## src/rtl/fp_pkg.sv

```systemverilog
// Shared definitions for the pipelined floating-point multiplier.
//   fp_class_e   - operand classification produced by fp_unpack
//   fp_special_e - special-result selector carried down the pipeline
//   FLG_*        - bit positions inside the 4-bit flags word
//   fp_bias()    - exponent bias for a given exponent width
//   fp_qnan()    - canonical quiet NaN pattern (LSB-aligned, zero-extended to 64 bits)
package fp_pkg;

    typedef enum logic [1:0] {
        FP_ZERO,
        FP_NORM,
        FP_INF,
        FP_NAN
    } fp_class_e;

    typedef enum logic [1:0] {
        SP_NONE,
        SP_QNAN,
        SP_INF,
        SP_ZERO
    } fp_special_e;

    localparam int FLG_INV = 3;
    localparam int FLG_OVF = 2;
    localparam int FLG_UNF = 1;
    localparam int FLG_NX  = 0;

    function automatic int fp_bias(input int exp_w);
        return (1 << (exp_w - 1)) - 1;
    endfunction

    // {0, all-ones exponent, 1, 0...}; callers slice the low W bits.
    function automatic logic [63:0] fp_qnan(input int exp_w, input int man_w);
        logic [63:0] q;
        q = ((64'd1 << exp_w) - 64'd1) << man_w;
        q = q | (64'd1 << (man_w - 1));
        return q;
    endfunction

endpackage

```

## src/rtl/fp_mul_pipe_if.sv

```systemverilog
// Operand/result handshake bundle for fp_mul_pipe.
// Handshake: a beat transfers on a channel in the cycle where its valid and
// ready are both high; a producer holding valid keeps its payload stable.
//   in_valid/in_ready/a/b            - operand channel (master -> slave)
//   out_valid/out_ready/result/flags - result channel (slave -> master)
// Modports: master = operand producer / result consumer, slave = multiplier.
interface fp_mul_pipe_if #(
    parameter int EXP_W = 8,
    parameter int MAN_W = 23
);
    localparam int W = EXP_W + MAN_W + 1;

    logic         in_valid;
    logic         in_ready;
    logic [W-1:0] a;
    logic [W-1:0] b;
    logic         out_valid;
    logic         out_ready;
    logic [W-1:0] result;
    logic [3:0]   flags;

    modport master (
        output in_valid, a, b, out_ready,
        input  in_ready, out_valid, result, flags
    );

    modport slave (
        input  in_valid, a, b, out_ready,
        output in_ready, out_valid, result, flags
    );

endinterface

```

## src/rtl/fp_unpack.sv

```systemverilog
// Combinational operand classifier.
//   op    - packed operand {sign, exp, frac}
//   sign  - sign bit
//   exp_f - biased exponent field
//   cls   - zero (exp=0, denormals flushed), inf, nan or normal
//   sig   - significand with hidden bit inserted (0 for non-normal classes)
//   snan  - operand is a signalling NaN (frac MSB clear)
module fp_unpack
    import fp_pkg::*;
#(
    parameter int EXP_W = 8,
    parameter int MAN_W = 23,
    localparam int W = EXP_W + MAN_W + 1
) (
    input  logic [W-1:0]     op,
    output logic             sign,
    output logic [EXP_W-1:0] exp_f,
    output fp_class_e        cls,
    output logic [MAN_W:0]   sig,
    output logic             snan
);

    logic [MAN_W-1:0] frac;

    assign sign  = op[W-1];
    assign exp_f = op[W-2:MAN_W];
    assign frac  = op[MAN_W-1:0];

    always_comb begin
        cls  = FP_NORM;
        sig  = {1'b1, frac};
        snan = 1'b0;
        if (exp_f == '0) begin
            cls = FP_ZERO;
            sig = '0;
        end else if (exp_f == '1) begin
            sig = '0;
            if (frac == '0) begin
                cls = FP_INF;
            end else begin
                cls  = FP_NAN;
                snan = ~frac[MAN_W-1];
            end
        end
    end

endmodule

```

## src/rtl/fp_mul_pipe.sv

```systemverilog
// 3-stage pipelined floating-point multiplier (unpack / multiply / round+pack).
//   clk - rising-edge clock
//   rst - synchronous active-high reset; discards everything in flight
//   bus - fp_mul_pipe_if.slave: operands a/b in, result/flags out
// The whole pipeline advances together when the output register is empty
// or being drained, so in_ready is that same advance condition.
// Build option FP_MUL_RNE_EN: defined selects round-to-nearest-even with
// overflow to Inf; undefined truncates and overflows to the max finite value.
module fp_mul_pipe
    import fp_pkg::*;
#(
    parameter int EXP_W = 8,
    parameter int MAN_W = 23
) (
    input  logic            clk,
    input  logic            rst,
    fp_mul_pipe_if.slave    bus
);

    localparam int W  = EXP_W + MAN_W + 1;
    localparam int EW = EXP_W + 2;
    localparam int PW = 2 * MAN_W + 2;

    localparam logic signed [EW-1:0] BIAS_E = EW'(fp_bias(EXP_W));
    localparam logic signed [EW-1:0] EMAX   = EW'((1 << EXP_W) - 1);
    localparam logic signed [EW-1:0] E_ZERO = '0;
    localparam logic [63:0]          QNAN_WIDE = fp_qnan(EXP_W, MAN_W);
    localparam logic [W-1:0]         QNAN = QNAN_WIDE[W-1:0];

    logic advance;
    logic accept;

    assign advance     = !bus.out_valid || bus.out_ready;
    assign bus.in_ready = advance;
    assign accept      = bus.in_valid && advance;

    // ---------------- stage 1: unpack ----------------
    logic             sign_a, sign_b, snan_a, snan_b;
    logic [EXP_W-1:0] exp_a, exp_b;
    fp_class_e        cls_a, cls_b;
    logic [MAN_W:0]   sig_a, sig_b;

    fp_unpack #(.EXP_W(EXP_W), .MAN_W(MAN_W)) u_unpack_a (
        .op(bus.a), .sign(sign_a), .exp_f(exp_a), .cls(cls_a), .sig(sig_a), .snan(snan_a)
    );
    fp_unpack #(.EXP_W(EXP_W), .MAN_W(MAN_W)) u_unpack_b (
        .op(bus.b), .sign(sign_b), .exp_f(exp_b), .cls(cls_b), .sig(sig_b), .snan(snan_b)
    );

    logic signed [EW-1:0] e_sum;
    fp_special_e          sp_d;
    logic                 inv_d;

    assign e_sum = $signed({2'b00, exp_a}) + $signed({2'b00, exp_b}) - BIAS_E;

    // NaN beats Inf x 0, which beats Inf, which beats zero.
    always_comb begin
        sp_d  = SP_NONE;
        inv_d = 1'b0;
        if (cls_a == FP_NAN || cls_b == FP_NAN) begin
            sp_d  = SP_QNAN;
            inv_d = snan_a | snan_b;
        end else if ((cls_a == FP_INF && cls_b == FP_ZERO) ||
                     (cls_a == FP_ZERO && cls_b == FP_INF)) begin
            sp_d  = SP_QNAN;
            inv_d = 1'b1;
        end else if (cls_a == FP_INF || cls_b == FP_INF) begin
            sp_d = SP_INF;
        end else if (cls_a == FP_ZERO || cls_b == FP_ZERO) begin
            sp_d = SP_ZERO;
        end
    end

    logic                 s1_valid, s1_sign, s1_inv;
    logic signed [EW-1:0] s1_exp;
    logic [MAN_W:0]       s1_ma, s1_mb;
    fp_special_e          s1_sp;

    // ---------------- stage 2: multiply ----------------
    logic                 s2_valid, s2_sign, s2_inv;
    logic signed [EW-1:0] s2_exp;
    logic [PW-1:0]        s2_prod;
    fp_special_e          s2_sp;

    // ---------------- stage 3: normalise / round / pack ----------------
    logic [PW-1:0]        norm;
    logic [MAN_W:0]       mant;
    logic                 guard, sticky;
    logic signed [EW-1:0] e_n, e_r;
    logic [MAN_W-1:0]     frac;
    logic [W-1:0]         ovf_val;
    logic [W-1:0]         s3_result;
    logic [3:0]           s3_flags;

    // Product lies in [1,4); an MSB of 1 means the [2,4) case.
    assign norm   = s2_prod[PW-1] ? s2_prod : (s2_prod << 1);
    assign mant   = norm[PW-1:MAN_W+1];
    assign guard  = norm[MAN_W];
    assign sticky = |norm[MAN_W-1:0];
    assign e_n    = s2_exp + $signed({{(EW-1){1'b0}}, s2_prod[PW-1]});

`ifdef FP_MUL_RNE_EN
    logic             round_up;
    logic [MAN_W+1:0] mant_r;
    logic             rnd_carry;
    logic             unused_hidden;

    assign round_up  = guard & (sticky | mant[0]);
    assign mant_r    = {1'b0, mant} + {{(MAN_W+1){1'b0}}, round_up};
    // Carry out means mantissa rolled to 2.0: renormalise to 1.0, bump exponent.
    assign rnd_carry = mant_r[MAN_W+1];
    assign frac      = rnd_carry ? '0 : mant_r[MAN_W-1:0];
    assign e_r       = e_n + $signed({{(EW-1){1'b0}}, rnd_carry});
    assign ovf_val   = {s2_sign, {EXP_W{1'b1}}, {MAN_W{1'b0}}};
    assign unused_hidden = mant_r[MAN_W];
`else
    logic unused_hidden;

    assign frac    = mant[MAN_W-1:0];
    assign e_r     = e_n;
    assign ovf_val = {s2_sign, {(EXP_W-1){1'b1}}, 1'b0, {MAN_W{1'b1}}};
    assign unused_hidden = mant[MAN_W];
`endif

    always_comb begin
        s3_result         = {s2_sign, e_r[EXP_W-1:0], frac};
        s3_flags          = '0;
        s3_flags[FLG_NX]  = guard | sticky;
        if (e_r >= EMAX) begin
            s3_result        = ovf_val;
            s3_flags[FLG_OVF] = 1'b1;
            s3_flags[FLG_NX]  = 1'b1;
        end else if (e_r <= E_ZERO) begin
            s3_result        = {s2_sign, {(W-1){1'b0}}};
            s3_flags[FLG_UNF] = 1'b1;
            s3_flags[FLG_NX]  = 1'b1;
        end
        case (s2_sp)
            SP_QNAN: begin
                s3_result         = QNAN;
                s3_flags          = '0;
                s3_flags[FLG_INV] = s2_inv;
            end
            SP_INF: begin
                s3_result = {s2_sign, {EXP_W{1'b1}}, {MAN_W{1'b0}}};
                s3_flags  = '0;
            end
            SP_ZERO: begin
                s3_result = {s2_sign, {(W-1){1'b0}}};
                s3_flags  = '0;
            end
            default: ;
        endcase
    end

    // ---------------- pipeline registers ----------------
    logic         out_valid_q;
    logic [W-1:0] result_q;
    logic [3:0]   flags_q;

    always_ff @(posedge clk) begin
        if (rst) begin
            s1_valid    <= 1'b0;
            s1_sign     <= 1'b0;
            s1_inv      <= 1'b0;
            s1_exp      <= '0;
            s1_ma       <= '0;
            s1_mb       <= '0;
            s1_sp       <= SP_NONE;
            s2_valid    <= 1'b0;
            s2_sign     <= 1'b0;
            s2_inv      <= 1'b0;
            s2_exp      <= '0;
            s2_prod     <= '0;
            s2_sp       <= SP_NONE;
            out_valid_q <= 1'b0;
            result_q    <= '0;
            flags_q     <= '0;
        end else if (advance) begin
            s1_valid    <= accept;
            s1_sign     <= sign_a ^ sign_b;
            s1_inv      <= inv_d;
            s1_exp      <= e_sum;
            s1_ma       <= sig_a;
            s1_mb       <= sig_b;
            s1_sp       <= sp_d;
            s2_valid    <= s1_valid;
            s2_sign     <= s1_sign;
            s2_inv      <= s1_inv;
            s2_exp      <= s1_exp;
            s2_prod     <= PW'(s1_ma) * PW'(s1_mb);
            s2_sp       <= s1_sp;
            out_valid_q <= s2_valid;
            result_q    <= s3_result;
            flags_q     <= s3_flags;
        end
    end

    assign bus.out_valid = out_valid_q;
    assign bus.result    = result_q;
    assign bus.flags     = flags_q;

endmodule

```

## src/flat_wrapper.sv

```systemverilog
// flat-port wrapper written by rule: the top's interface ports become plain ports
module fp_mul_pipe_flat import fp_pkg::*;
#(
    parameter int EXP_W = 8,
    parameter int MAN_W = 23
)
  (clk, rst, bus_in_valid, bus_a, bus_b, bus_out_ready, bus_in_ready, bus_out_valid, bus_result, bus_flags);
  fp_mul_pipe_if #(.EXP_W(EXP_W), .MAN_W(MAN_W)) bus_i ();
  input  logic clk;
  input  logic rst;
  input wire logic [$bits(bus_i.in_valid)-1:0] bus_in_valid;
  input wire logic [$bits(bus_i.a)-1:0] bus_a;
  input wire logic [$bits(bus_i.b)-1:0] bus_b;
  input wire logic [$bits(bus_i.out_ready)-1:0] bus_out_ready;
  output wire logic [$bits(bus_i.in_ready)-1:0] bus_in_ready;
  output wire logic [$bits(bus_i.out_valid)-1:0] bus_out_valid;
  output wire logic [$bits(bus_i.result)-1:0] bus_result;
  output wire logic [$bits(bus_i.flags)-1:0] bus_flags;
  assign bus_i.in_valid = bus_in_valid;
  assign bus_i.a = bus_a;
  assign bus_i.b = bus_b;
  assign bus_i.out_ready = bus_out_ready;
  assign bus_in_ready = bus_i.in_ready;
  assign bus_out_valid = bus_i.out_valid;
  assign bus_result = bus_i.result;
  assign bus_flags = bus_i.flags;
  fp_mul_pipe #(.EXP_W(EXP_W), .MAN_W(MAN_W)) u_core (.clk(clk), .rst(rst), .bus(bus_i));
endmodule
```

## config.mk

```make
export PLATFORM = sky130hd
export DESIGN_NAME = fp_mul_pipe_flat
export DESIGN_NICKNAME = d
export VERILOG_FILES = /design/src/rtl/fp_pkg.sv /design/src/rtl/fp_mul_pipe_if.sv /design/src/rtl/fp_unpack.sv /design/src/rtl/fp_mul_pipe.sv /design/src/flat_wrapper.sv
export SDC_FILE = /design/constraint.sdc
export NUM_CORES = 2
export LEC_CHECK = 0
export ABC_AREA = 0
export CELL_PAD_IN_SITES_DETAIL_PLACEMENT = 1
export CELL_PAD_IN_SITES_GLOBAL_PLACEMENT = 2
export CORE_UTILIZATION = 28
export CTS_CLUSTER_SIZE = 28
export DETAILED_ROUTE_END_ITERATION = 6
export GPL_TIMING_DRIVEN = 0
export HOLD_SLACK_MARGIN = 0.05
export PLACE_DENSITY = 0.63
export SLEW_MARGIN = 10
export SYNTH_ARGS = -nofsm -noshare
export SYNTH_HDL_FRONTEND = slang
export SYNTH_HIERARCHICAL = 1
export SYNTH_SLANG_ARGS = --single-unit
```

## constraint.sdc

```tcl
create_clock -name clk -period 6.9 [get_ports clk]
set_clock_uncertainty 0.05 [all_clocks]
set_input_delay 1.035 -clock clk [delete_from_list [all_inputs] [get_ports clk]]
set_output_delay 1.035 -clock clk [all_outputs]
set_load 0.1 [all_outputs]
```

==> results.py <==
metrics = {
    "run_status": {
        "outcome": "finished with violations",
        "violations": "setup timing",
    },
    "final_layout": {
        "layout-drive-gt1-share_pct": 16.1,
        "fillerInstances": 10900,
        "insertedDiodeCount": 0,
        "final_net_count": 4128,
        "area_delta_synth_final_pct": 24.1,
        "fin_util_pct": 35.3,
    },
    "global_route": {
        "first_global_vias": 25000,
        "grt_pass1_wl_mm": 168,
        "overflow": 0,
        "grt_usage_pct": 23.5,
        "antenna_found_initial": 6,
        "grt_max_degree": 19,
    },
    "yosys": {
        "yosys_warnings": 6,
        "syn-num-nets": 3877,
        "synth_top_family_by_area": "adder cells",
        "yosysTopAreaCell": "fa_1",
        "synth.top_cell.area_share_pct": 36.2,
        "ys_types": 82,
        "synth-edff-count": 0,
        "netlist_instances": 3131,
        "synth.most_common_cell": "inv_1",
        "ys_seq_area_share_pct": 12.2,
        "yosys.area_share.simple_pct": 20.2,
        "synth_fa_ha_area_share_pct": 45.3,
        "netlist_area_um2": 26700,
        "ys_async_sr_fraction_pct": 0,
        "netlist_top_cells_area": "fa_1 36%, dfxtp_1 12%, ha_1 9.1%, inv_1 8.0%, nand2_1 7.4%",
        "synthMuxAreaShare_pct": 1.00,
        "synth_xor_area_share_pct": 1.31,
        "ys.flop_type": "dfxtp_1",
        "avgSynthCellArea_um2": 8.53,
        "synth_compound_area_share_pct": 8.54,
        "ys_top_cells_by_count": "572 x inv_1, 528 x nand2_1, 483 x fa_1",
        "synth_seq_cells": 163,
    },
    "route": {
        "antenna_left": 0,
        "avgViaCountPerCell": 4.87,
        "drt_iter0_markers": 1210,
        "drtPass1Iterations": 5,
        "wl_per_cell_um": 24.1,
        "vias": 22600,
        "drt-total-wl_mm": 112,
        "route.detailed.drc": 0,
    },
    "clocking": {
        "cts_hold_buf": 0,
        "cts_root_buf": "clkbuf_16",
        "clock_latency_ps": 490,
        "htreeDepth": 4,
        "clk_pin_slew_ps": 90,
        "cts_max_path_buffers": 2,
        "cts_buffers": 17,
        "clkSinkCount": 163,
        "cts_tree": "yes",
    },
    "floorplan": {
        "die_x_um": 311,
        "io_pins": 106,
        "rows": 112,
        "initial_core_util_pct": 28.5,
        "fp.dieH_um": 311,
        "dieArea_um2": 96700,
        "core_um2": 93900,
    },
    "setup_path": {
        "critPathArrivalTime_ps": 7270,
        "crit_path_start": "u_core/s1_ma[9]",
        "cp-endpoint": "u_core/s2_prod[42]",
        "cp-start-kind": "flip-flop",
        "reg2reg_to": "u_core/s2_prod[42]",
        "cp-end-kind": "flip-flop",
        "r2r-start": "u_core/s1_ma[9]",
        "path_class": "reg2reg",
        "reg2reg_slack_ps": -40,
        "crit_fanout": 5,
        "required_ps": 7230,
        "rr_worst_depth": 24,
    },
    "pwr": {
        "p_clk_share_pct": 11.3,
        "combPwrFrac_pct": 74.6,
        "internal_power_w": 0.00435,
        "swShare_pct": 50.6,
        "p_sw_w": 0.00446,
        "p_seq_share_pct": 14.0,
        "power.density_nw_per_um2": 266,
        "p_leak_nw": 15.2,
        "vdd_ir_drop_max_mv": 0.360,
    },
    "placement": {
        "port_buffers": 103,
        "gp_congestion": 0.942,
        "post-dp-hpwl_mm": 90.8,
    },
    "sta": {
        "relSlewSlack_pct": 33.5,
        "fin_crit_sh_pct": 101,
        "fmax_mhz": 144,
        "finalHoldViolCount": 0,
        "period_minus_slack_ps": 6940,
        "setup_ws_ps": -40.2,
        "setup_viol": 1,
        "whs_ps": 405,
        "rsz0062_at_grt": "true",
        "slew_violations": 0,
        "tightest_slew_ps": 995,
    },
    "job": {
        "drv_cap": 0,
    },
    "worst_hold_path": {
        "min_path_type": "reg2reg",
    },
}
-- worst min path at each step --
stage	start	to	slack [ps]	cells past startpoint
after floorplan	u_core/s2_prod[16]	u_core/s2_prod[16]	380	2
after global placement	u_core/s2_prod[2]	u_core/s2_prod[2]	390	2
after detailed placement	u_core/s2_prod[46]	u_core/s2_prod[46]	400	2
after CTS	u_core/s2_prod[46]	u_core/s2_prod[46]	410	2
after global routing	u_core/s2_prod[4]	u_core/s2_prod[4]	430	2
final	u_core/s2_prod[46]	u_core/s2_prod[46]	400	2
-- final cells by class --
cell class	instances	area (um^2)	area share, %
inverter	575	2160	6.51
buffer	193	1920	5.80
tap	1254	1570	4.73
clock buffer	17	425	1.28
clock inverter	15	166	0.502
sequential	163	3430	10.4
multi-input combinational	2184	21100	63.8
timing repair buffer	248	2340	7.06
-- state kept, by name, indices dropped and copies added, names as in the netlist --
signal / cells
u_core/s1_ma: 24
u_core/bus.result: 32
u_core/s2_inv: 1
u_core/bus.flags: 4
u_core/s1_sp: 2
u_core/s1_valid: 1
u_core/s1_sign: 1
u_core/s2_exp: 10
u_core/bus.out_valid: 1
u_core/s1_exp: 10
u_core/s2_sp: 2
u_core/s1_inv: 1
u_core/s2_sign: 1
u_core/s1_mb: 24
u_core/s2_prod: 48
u_core/s2_valid: 1
-- layout by cell type (no fill, tap or decap), types with 48 or more instances in the layout --
cell type	instances
inv_1	552
nand2_1	515
fa_1	451
and2_1	275
ha_1	175
a21oi_1	152
buf_4	145
dfxtp_1	115
clkdlybuf4s50_1	103
nor2_1	70
clkbuf_1	57
nor3b_1	48
-- power groups by stage --
| stage | registers, W | logic, W | clock network [W] |
|---|---|---|---|
| floorplan | 0.00139 | 0.00307 | 0 |
| global placement | 0.00126 | 0.00498 | 0 |
| detailed placement | 0.00127 | 0.00500 | 0 |
| CTS | 0.00124 | 0.00572 | 0.00103 |
| global route | 0.00125 | 0.00715 | 0.00106 |
| finish | 0.00124 | 0.00658 | 0.000997 |
-- per-layer routing --
layer | share of wire (%) | track usage, % | routed length [um] | up-vias
li1 | - | - | - | 10200
met1 | 45 | 32.1 | 50600 | 11800
met2 | 47 | 38.6 | 52900 | 496
met3 | 4.6 | 3.13 | 5210 | 125
met4 | 3.2 | 6.94 | 3560 | 0
met5 | 0 | 0 | 0 | -
-- what timing repair did --
action / 4_1_cts / 5_1_grt
endpoints found under the hold margin: 0 / 0
resized for setup: 455 / 158
buffers inserted: 97 / 46
pin swaps: 48 / 102
cloned: 1 / 1
endpoints found under the setup margin: 34 / 20
-- logic make-up after synthesis --
group	Yosys count
and+or+nand+nor	1087
buffers and inverters	784
adders and majority gates	678
AOI/OAI and AO/OA	355
DFF	163
xor gates and xnor gates	40
muxes	24
-- metrics by stage --
stage	total power, W	TNS [ps]	std cells	setup slack [ps]	instance area (um^2)
finish	0.00881	-40.2	4649	-40.2	33200
global route	0.00946	-1130	4649	-152	33200
CTS	0.00798	-118	4610	-36.9	32300
detailed placement	0.00626	-29520	4488	-1410	29300
global placement	0.00625	-29040	4488	-1340	29300
floorplan	0.00446	0	3131	204	26700
-- worst max-delay path, cell delays in order (launching register included) --
cell and delay (ps):
dfxtp_4 380, clkbuf_16 170, buf_8 130, and2_4 160
fa_1 510, inv_1 60, fa_1 490, inv_2 40
fa_1 510, fa_2 640, fa_2 510, fa_1 570
inv_2 50, fa_1 520, inv_2 50, ha_4 250
buf_6 100, and4_4 270, nand3_4 90, o22ai_4 210
a41oi_4 100, a311oi_4 400, o21ai_2 140, a21o_1 180
a32o_1 250
Power figures use the tool's default switching activity.
